## src/rtl/reset_sequencer_pkg.sv

```systemverilog
`default_nettype none
// ============================================================================
// Module      : reset_sequencer_pkg
// Description : State encoding and shared constants for the reset sequencer.
// Revision    : 1.0 - initial release
// ============================================================================
package reset_sequencer_pkg;

    localparam int FAULT_STAGE_W = 3;

    localparam logic [2:0] S_HOLD     = 3'd0;
    localparam logic [2:0] S_WAIT_ACK = 3'd1;
    localparam logic [2:0] S_GAP      = 3'd2;
    localparam logic [2:0] S_DONE     = 3'd3;
    localparam logic [2:0] S_FAULT    = 3'd4;

    typedef enum logic [2:0] {
        ST_HOLD     = S_HOLD,
        ST_WAIT_ACK = S_WAIT_ACK,
        ST_GAP      = S_GAP,
        ST_DONE     = S_DONE,
        ST_FAULT    = S_FAULT
    } seq_state_t;

    // A domain stays held while its index is above the most recently released stage.
    function automatic logic stage_held(input int bit_idx, input logic [FAULT_STAGE_W-1:0] cur);
        return bit_idx > int'(cur);
    endfunction

endpackage : reset_sequencer_pkg
`default_nettype wire

```

## src/rtl/reset_sequencer_seq_timer.sv

```systemverilog
`default_nettype none
// ============================================================================
// Module      : seq_timer
// Description : Up-counter with clear/enable and terminal-count compare
//               against (limit - 1); shared by the gap and timeout phases.
// Revision    : 1.0 - initial release
// ============================================================================
module seq_timer
    import reset_sequencer_pkg::*;
#(
    parameter int CNT_W = 20
) (
    input  logic             clk,
    input  logic             rst,
    input  logic             clear,
    input  logic             enable,
    input  logic [CNT_W-1:0] limit,
    output logic             terminal
);

    logic [CNT_W-1:0] count;

    always_ff @(posedge clk) begin
        if (rst || clear) begin
            count <= '0;
        end else if (enable) begin
            count <= count + CNT_W'(1);
        end
    end

    assign terminal = (count == (limit - CNT_W'(1)));

endmodule : seq_timer
`default_nettype wire

```

## src/rtl/reset_sequencer.sv

```systemverilog
`default_nettype none
// ============================================================================
// Module      : reset_sequencer
// Description : Releases NUM_STAGES reset domains one at a time, waiting for
//               each Ready acknowledge and a settle gap before the next one.
// Revision    : 1.0 - initial release
// ============================================================================
module reset_sequencer
    import reset_sequencer_pkg::*;
#(
    parameter int NUM_STAGES     = 4,
    parameter int GAP_CYCLES     = 1000,
    parameter int TIMEOUT_CYCLES = 500000,
    parameter int CNT_W          = 20
) (
    input  logic                     Clk,
    input  logic                     Reset,
    input  logic [NUM_STAGES-1:0]    Ready,
    input  logic                     Retry,
    output logic [NUM_STAGES-1:0]    StageReset,
    output logic                     Done,
    output logic                     Fault,
    output logic [FAULT_STAGE_W-1:0] FaultStage
);

    localparam logic [NUM_STAGES-1:0]    ALL_HELD      = {NUM_STAGES{1'b1}};
    localparam logic [FAULT_STAGE_W-1:0] LAST_STAGE    = FAULT_STAGE_W'(NUM_STAGES - 1);
    localparam logic [CNT_W-1:0]         TIMEOUT_LIMIT = CNT_W'(TIMEOUT_CYCLES);
    // One extra count so the gap spans GAP_CYCLES full cycles after the acknowledge cycle.
    localparam logic [CNT_W-1:0]         GAP_LIMIT     = CNT_W'(GAP_CYCLES + 1);

    seq_state_t                 state_q, state_d;
    logic [FAULT_STAGE_W-1:0]   stage_q, stage_d;
    logic [NUM_STAGES-1:0]      stage_reset_q, stage_reset_d;
    logic                       done_q, done_d;
    logic                       fault_q, fault_d;
    logic [FAULT_STAGE_W-1:0]   fault_stage_q, fault_stage_d;

    logic                       tmr_clear;
    logic                       tmr_enable;
    logic [CNT_W-1:0]           tmr_limit;
    logic                       tmr_tc;

    logic [7:0]                 ready_ext;
    logic                       all_ready;
    logic [FAULT_STAGE_W-1:0]   drop_idx;
    logic [FAULT_STAGE_W-1:0]   release_idx;
    logic [NUM_STAGES-1:0]      release_mask;

    seq_timer #(
        .CNT_W (CNT_W)
    ) u_timer (
        .clk      (Clk),
        .rst      (Reset),
        .clear    (tmr_clear),
        .enable   (tmr_enable),
        .limit    (tmr_limit),
        .terminal (tmr_tc)
    );

    always_comb begin
        ready_ext                 = '0;
        ready_ext[NUM_STAGES-1:0] = Ready;
    end

    assign all_ready = &Ready;

    // Lowest-numbered domain that lost its acknowledge.
    always_comb begin
        drop_idx = '0;
        for (int j = NUM_STAGES - 1; j >= 0; j--) begin
            if (!Ready[j]) begin
                drop_idx = FAULT_STAGE_W'(j);
            end
        end
    end

    assign release_idx = (state_q == ST_GAP) ? (stage_q + FAULT_STAGE_W'(1)) : '0;

    always_comb begin
        release_mask = '0;
        for (int b = 0; b < NUM_STAGES; b++) begin
            release_mask[b] = stage_held(b, release_idx);
        end
    end

    always_ff @(posedge Clk) begin
        if (Reset) begin
            state_q       <= ST_HOLD;
            stage_q       <= '0;
            stage_reset_q <= ALL_HELD;
            done_q        <= 1'b0;
            fault_q       <= 1'b0;
            fault_stage_q <= '0;
        end else begin
            state_q       <= state_d;
            stage_q       <= stage_d;
            stage_reset_q <= stage_reset_d;
            done_q        <= done_d;
            fault_q       <= fault_d;
            fault_stage_q <= fault_stage_d;
        end
    end

    always_comb begin
        state_d       = state_q;
        stage_d       = stage_q;
        stage_reset_d = stage_reset_q;
        done_d        = done_q;
        fault_d       = fault_q;
        fault_stage_d = fault_stage_q;
        tmr_clear     = 1'b0;
        tmr_enable    = 1'b0;
        tmr_limit     = TIMEOUT_LIMIT;

        case (state_q)
            ST_HOLD: begin
                state_d       = ST_WAIT_ACK;
                stage_d       = '0;
                stage_reset_d = release_mask;
                done_d        = 1'b0;
                fault_d       = 1'b0;
                tmr_clear     = 1'b1;
            end

            // An acknowledge arriving on the timeout cycle still counts.
            ST_WAIT_ACK: begin
                if (ready_ext[stage_q]) begin
                    if (stage_q == LAST_STAGE) begin
                        state_d       = ST_DONE;
                        done_d        = 1'b1;
                        stage_reset_d = '0;
                    end else begin
                        state_d   = ST_GAP;
                        tmr_clear = 1'b1;
                    end
                end else if (tmr_tc) begin
                    state_d       = ST_FAULT;
                    fault_d       = 1'b1;
                    fault_stage_d = stage_q;
                    stage_reset_d = ALL_HELD;
                end else begin
                    tmr_enable = 1'b1;
                end
            end

            ST_GAP: begin
                tmr_limit = GAP_LIMIT;
                if (tmr_tc) begin
                    state_d       = ST_WAIT_ACK;
                    stage_d       = stage_q + FAULT_STAGE_W'(1);
                    stage_reset_d = release_mask;
                    tmr_clear     = 1'b1;
                end else begin
                    tmr_enable = 1'b1;
                end
            end

            ST_DONE: begin
                if (!all_ready) begin
                    state_d       = ST_FAULT;
                    done_d        = 1'b0;
                    fault_d       = 1'b1;
                    fault_stage_d = drop_idx;
                    stage_reset_d = ALL_HELD;
                end
            end

            ST_FAULT: begin
                if (Retry) begin
                    state_d       = ST_HOLD;
                    stage_d       = '0;
                    fault_d       = 1'b0;
                    fault_stage_d = '0;
                end
            end

            default: begin
                state_d = ST_HOLD;
            end
        endcase
    end

    assign StageReset = stage_reset_q;
    assign Done       = done_q;
    assign Fault      = fault_q;
    assign FaultStage = fault_stage_q;

endmodule : reset_sequencer
`default_nettype wire

```

## config.mk

```make
export PLATFORM = sky130hd
export DESIGN_NAME = reset_sequencer
export DESIGN_NICKNAME = d
export VERILOG_FILES = /design/src/rtl/reset_sequencer_pkg.sv /design/src/rtl/reset_sequencer_seq_timer.sv /design/src/rtl/reset_sequencer.sv
export SDC_FILE = /design/constraint.sdc
export NUM_CORES = 1
export LEC_CHECK = 0
export BUFFER_PORTS_ARGS = -buffer_cell sky130_fd_sc_hd__buf_2
export CORE_ASPECT_RATIO = 1.2
export CORE_UTILIZATION = 50
export CTS_CLUSTER_SIZE = 8
export DETAILED_ROUTE_END_ITERATION = 10
export PLACE_DENSITY_LB_ADDON = 0.25
export SLEW_MARGIN = 30
export SYNTH_ARGS = -nofsm -noshare
export SYNTH_HDL_FRONTEND = slang
export SYNTH_SLANG_ARGS = --single-unit
```

## constraint.sdc

```tcl
create_clock -name Clk -period 6.5 [get_ports Clk]
set_input_delay 0.325 -clock Clk [delete_from_list [all_inputs] [get_ports Clk]]
set_output_delay 0.325 -clock Clk [all_outputs]
set_load 0.01 [all_outputs]
```

==> results.md <==
* Crit path required time at 6.71 ns
* Global-route wire length before repair at about 7600 um
* Synth cell count leaders: 35 x dfxtp_1, 35 x nor2_1, 18 x nand2_1
* Hold Path Depth at 2
* P&R area growth vs syn at 11.1%
* Slowest CP cell: mux4_2
* R2r worst-path depth at 6
* Share of total power in the clock network at 0.431
* Mapped Area at 2040 um^2
* Post-cts sizing count at 0
* Sequential share of the synthesized area at 0.344
* Final Hold Fails at 0
* Max-slew violations at 0
* Critical Path AT at 2.89 ns
* Num CTS Buffers at 5
* Synth area leader: dfxtp_1
* Register Area at 701 um^2
* Netlist cell types at 54
* Setup CP Type: reg2reg
* EDFF count, synth at 0
* Vias post-DR at 1825
* Max stage delay on crit path at 0.59 ns
* Gate power share at 0.143
* Setup TNS Final at 0 ns
* Drt first-iter violations at ~150
* FF-to-FF End: u_timer.count[8]$_SDFFE_PP0P_
* Net Count, Synth at 257
* GRT overflow at 0
* Pint at ~0.0004 W
* Worst-margin pin slew at about 0.73 ns
* Largest cells by area after synthesis: dfxtp_1 34%, nor2_1 6.5%, xor2_1 4.3%, a21oi_1 3.9%, nand2_1 3.3%
* Worst VDD drop at roughly 0.00012 V
* Sequential share of power at 0.426
* Largest net degree at the start of global routing at 21
* Register bit total from synthesis at 35
* Die W at roughly 60 um
* Status: finished clean
* DRC viols at 0
* Rel. slew slack at 0.511
* Cell family with most CP delay: simple AND/OR/NAND/NOR gates
* CP bufs+invs at 0
* Post-layout nets at 270
* Syn Inst Count at approximately 250
* Switch share at 0.261
* DR WL/cell at 13.9 um
* Antenna Violating Nets Remaining at 0
* Ys async rst share at 0
* Final Critical Period at 2.68 ns
* Maximum clock rate at 373 MHz
* Hold path endpoint: stage_q[0]$_SDFFE_PP0P_
* Fin crit share at 0.412
* Yosys warning count at 0
* CTS tree: done
* H-tree levels at 2
* Yosys top cell area share at 0.344
* Chip Height at approximately 72 um
* P per Cell Area at about 240 nW/um^2
* Syn avg cell area at around 8 um^2
* Most common cell on crit path: a21oi_1
* Port-buffer cells at 15
* HP Class: in2reg
* Diode count at 0
* Layout cell share with drive strength beyond 1 at 0.146
* Worst Min Path Start: Reset
* Hold_buf cts at 0
* Vias in the first global route at roughly 1.7k
* Root Driver: clkbuf_8
* Max Cap Viol at 0
* Worst R2R Start: stage_q[0]$_SDFFE_PP0P_
* Static leakage at about 0.83 nW
* Multi-input gate area at ~1300 um^2
* R2r setup slk at 3.82 ns
* Antenna violations before repair at 0
* Detailed placer's ending HPWL at 3180 um
* Clock latency on the worst-skew pair at 0.29 ns
* Maximum fanout along the worst path at 16
* Clock transition at path regs at approximately 0.07 ns
* Die area at 4330 um^2
* Unrepaired setup endpoints after global routing: false
* Initial cell density of the core at 0.521
* Ports at 16
* First drt pass iteration count at 4
* CP endpoint kind: flip-flop
* Final RePlAce weighted congestion at between 0.8 and 0.9
* Core region area at slightly below 4000 um^2
* DRT Wirelength at around 4400 um
* Primary FF master, synth: dfxtp_1
* Worst clock skew at between 0.005 and 0.006 ns
* P_sw at around 0.00014 W
* Setup Buffers After CTS at 0
* Core Rows at 25
* Clk sinks at 35
* Final setup vio count at 0
* Longest Clk Path Bufs at 2
* CP Launch Type: flip-flop
* Crit path cell chain: mux4_2 > a21oi_1 > o21ba_2 > nand3_2 > or4_1 > a21oi_1
* Fillers at 374
* PnR Total Power at around 0.00055 W
* GRT Total Usage at 0.229
* Vias per inst at slightly below 6
==> worst max-delay path by stage <==
stage | start | end | slack [ns] | cells past startpoint
4_1_cts | stage_q[0]$_SDFFE_PP0P_ | u_timer.count[8]$_SDFFE_PP0P_ | 3.83 | 6
6_report | stage_q[0]$_SDFFE_PP0P_ | u_timer.count[8]$_SDFFE_PP0P_ | 3.82 | 6
2_1_floorplan | u_timer.count[2]$_SDFFE_PP0P_ | StageReset[2]$_SDFFE_PP1P_ | 4.33 | 6
3_3_place_gp | stage_q[0]$_SDFFE_PP0P_ | u_timer.count[8]$_SDFFE_PP0P_ | 3.92 | 6
5_1_grt | stage_q[0]$_SDFFE_PP0P_ | u_timer.count[8]$_SDFFE_PP0P_ | 3.67 | 6
3_5_place_dp | stage_q[0]$_SDFFE_PP0P_ | u_timer.count[8]$_SDFFE_PP0P_ | 3.86 | 6
==> routing by layer <==
layer  wire (um)  track usage
met1        1930        0.277
met3         109       0.0410
met4         134        0.124
met2        2210        0.376
met5           0            0
==> worst register-to-register path: cells and delay by family (launching register included) <==
family          cells  cell delay (ns)
compound gates      3             0.65
flops               1             0.47
mux                 1             0.59
simple gates        2             0.89
==> through the flow <==
stage               cell area, um^2  setup slack (ns)  hold slack, ns  instances  utilization
floorplan                      2040              4.33           0.445        247            -
finish                         2260              3.82           0.376        315        0.578
global placement               2120              3.92           0.431        307        0.543
CTS                            2260              3.83           0.365        315        0.578
global route                   2260              3.67           0.374        315        0.578
detailed placement             2120              3.86           0.440        307        0.543
==> kinds of logic after synthesis <==
logic type | Yosys count | share of synthesized area
simple gates | 131 | 0.374
compound gates | 46 | 0.140
flops | 35 | 0.344
buf+inv | 14 | 0.0356
xor+xnor | 13 | 0.0559
mux | 5 | 0.0313
fa+ha+maj | 3 | 0.0184
==> registers in the layout, summed over array words and instances (netlist names) <==
signal         flops
u_timer.count     20
stage_q            3
Done               1
FaultStage         3
state_q            3
Fault              1
StageReset         4
==> power groups by stage <==
stage | clock network (W) | registers [W] | logic (W)
2_1_floorplan | 0 | 0.000235 | 0.0000626
3_3_place_gp | 0 | 0.000237 | 0.0000774
3_5_place_dp | 0 | 0.000238 | 0.0000782
4_1_cts | 0.000239 | 0.000233 | 0.0000786
5_1_grt | 0.000251 | 0.000234 | 0.0000880
6_report | 0.000235 | 0.000233 | 0.0000779
==> area by class of cell <==
class / count / area share
Clock buffer: 5 / 0.0304
Multi-Input combinational cell: 198 / 0.558
Tap cell: 54 / 0.0299
Sequential cell: 35 / 0.310
Timing Repair Buffer: 15 / 0.0332
Inverter: 5 / 0.00830
Clock inverter: 3 / 0.0299
==> cells in the final DEF, fill, tap and decap left out, drive strengths merged, types with 10 or more instances in the layout <==
cell / instances
a21oi: 16
xor2: 10
buf: 15
nand2: 18
and3: 10
nor2: 35
o21ai: 13
nand3: 14
dfxtp: 35
Power figures use the tool's default switching activity.
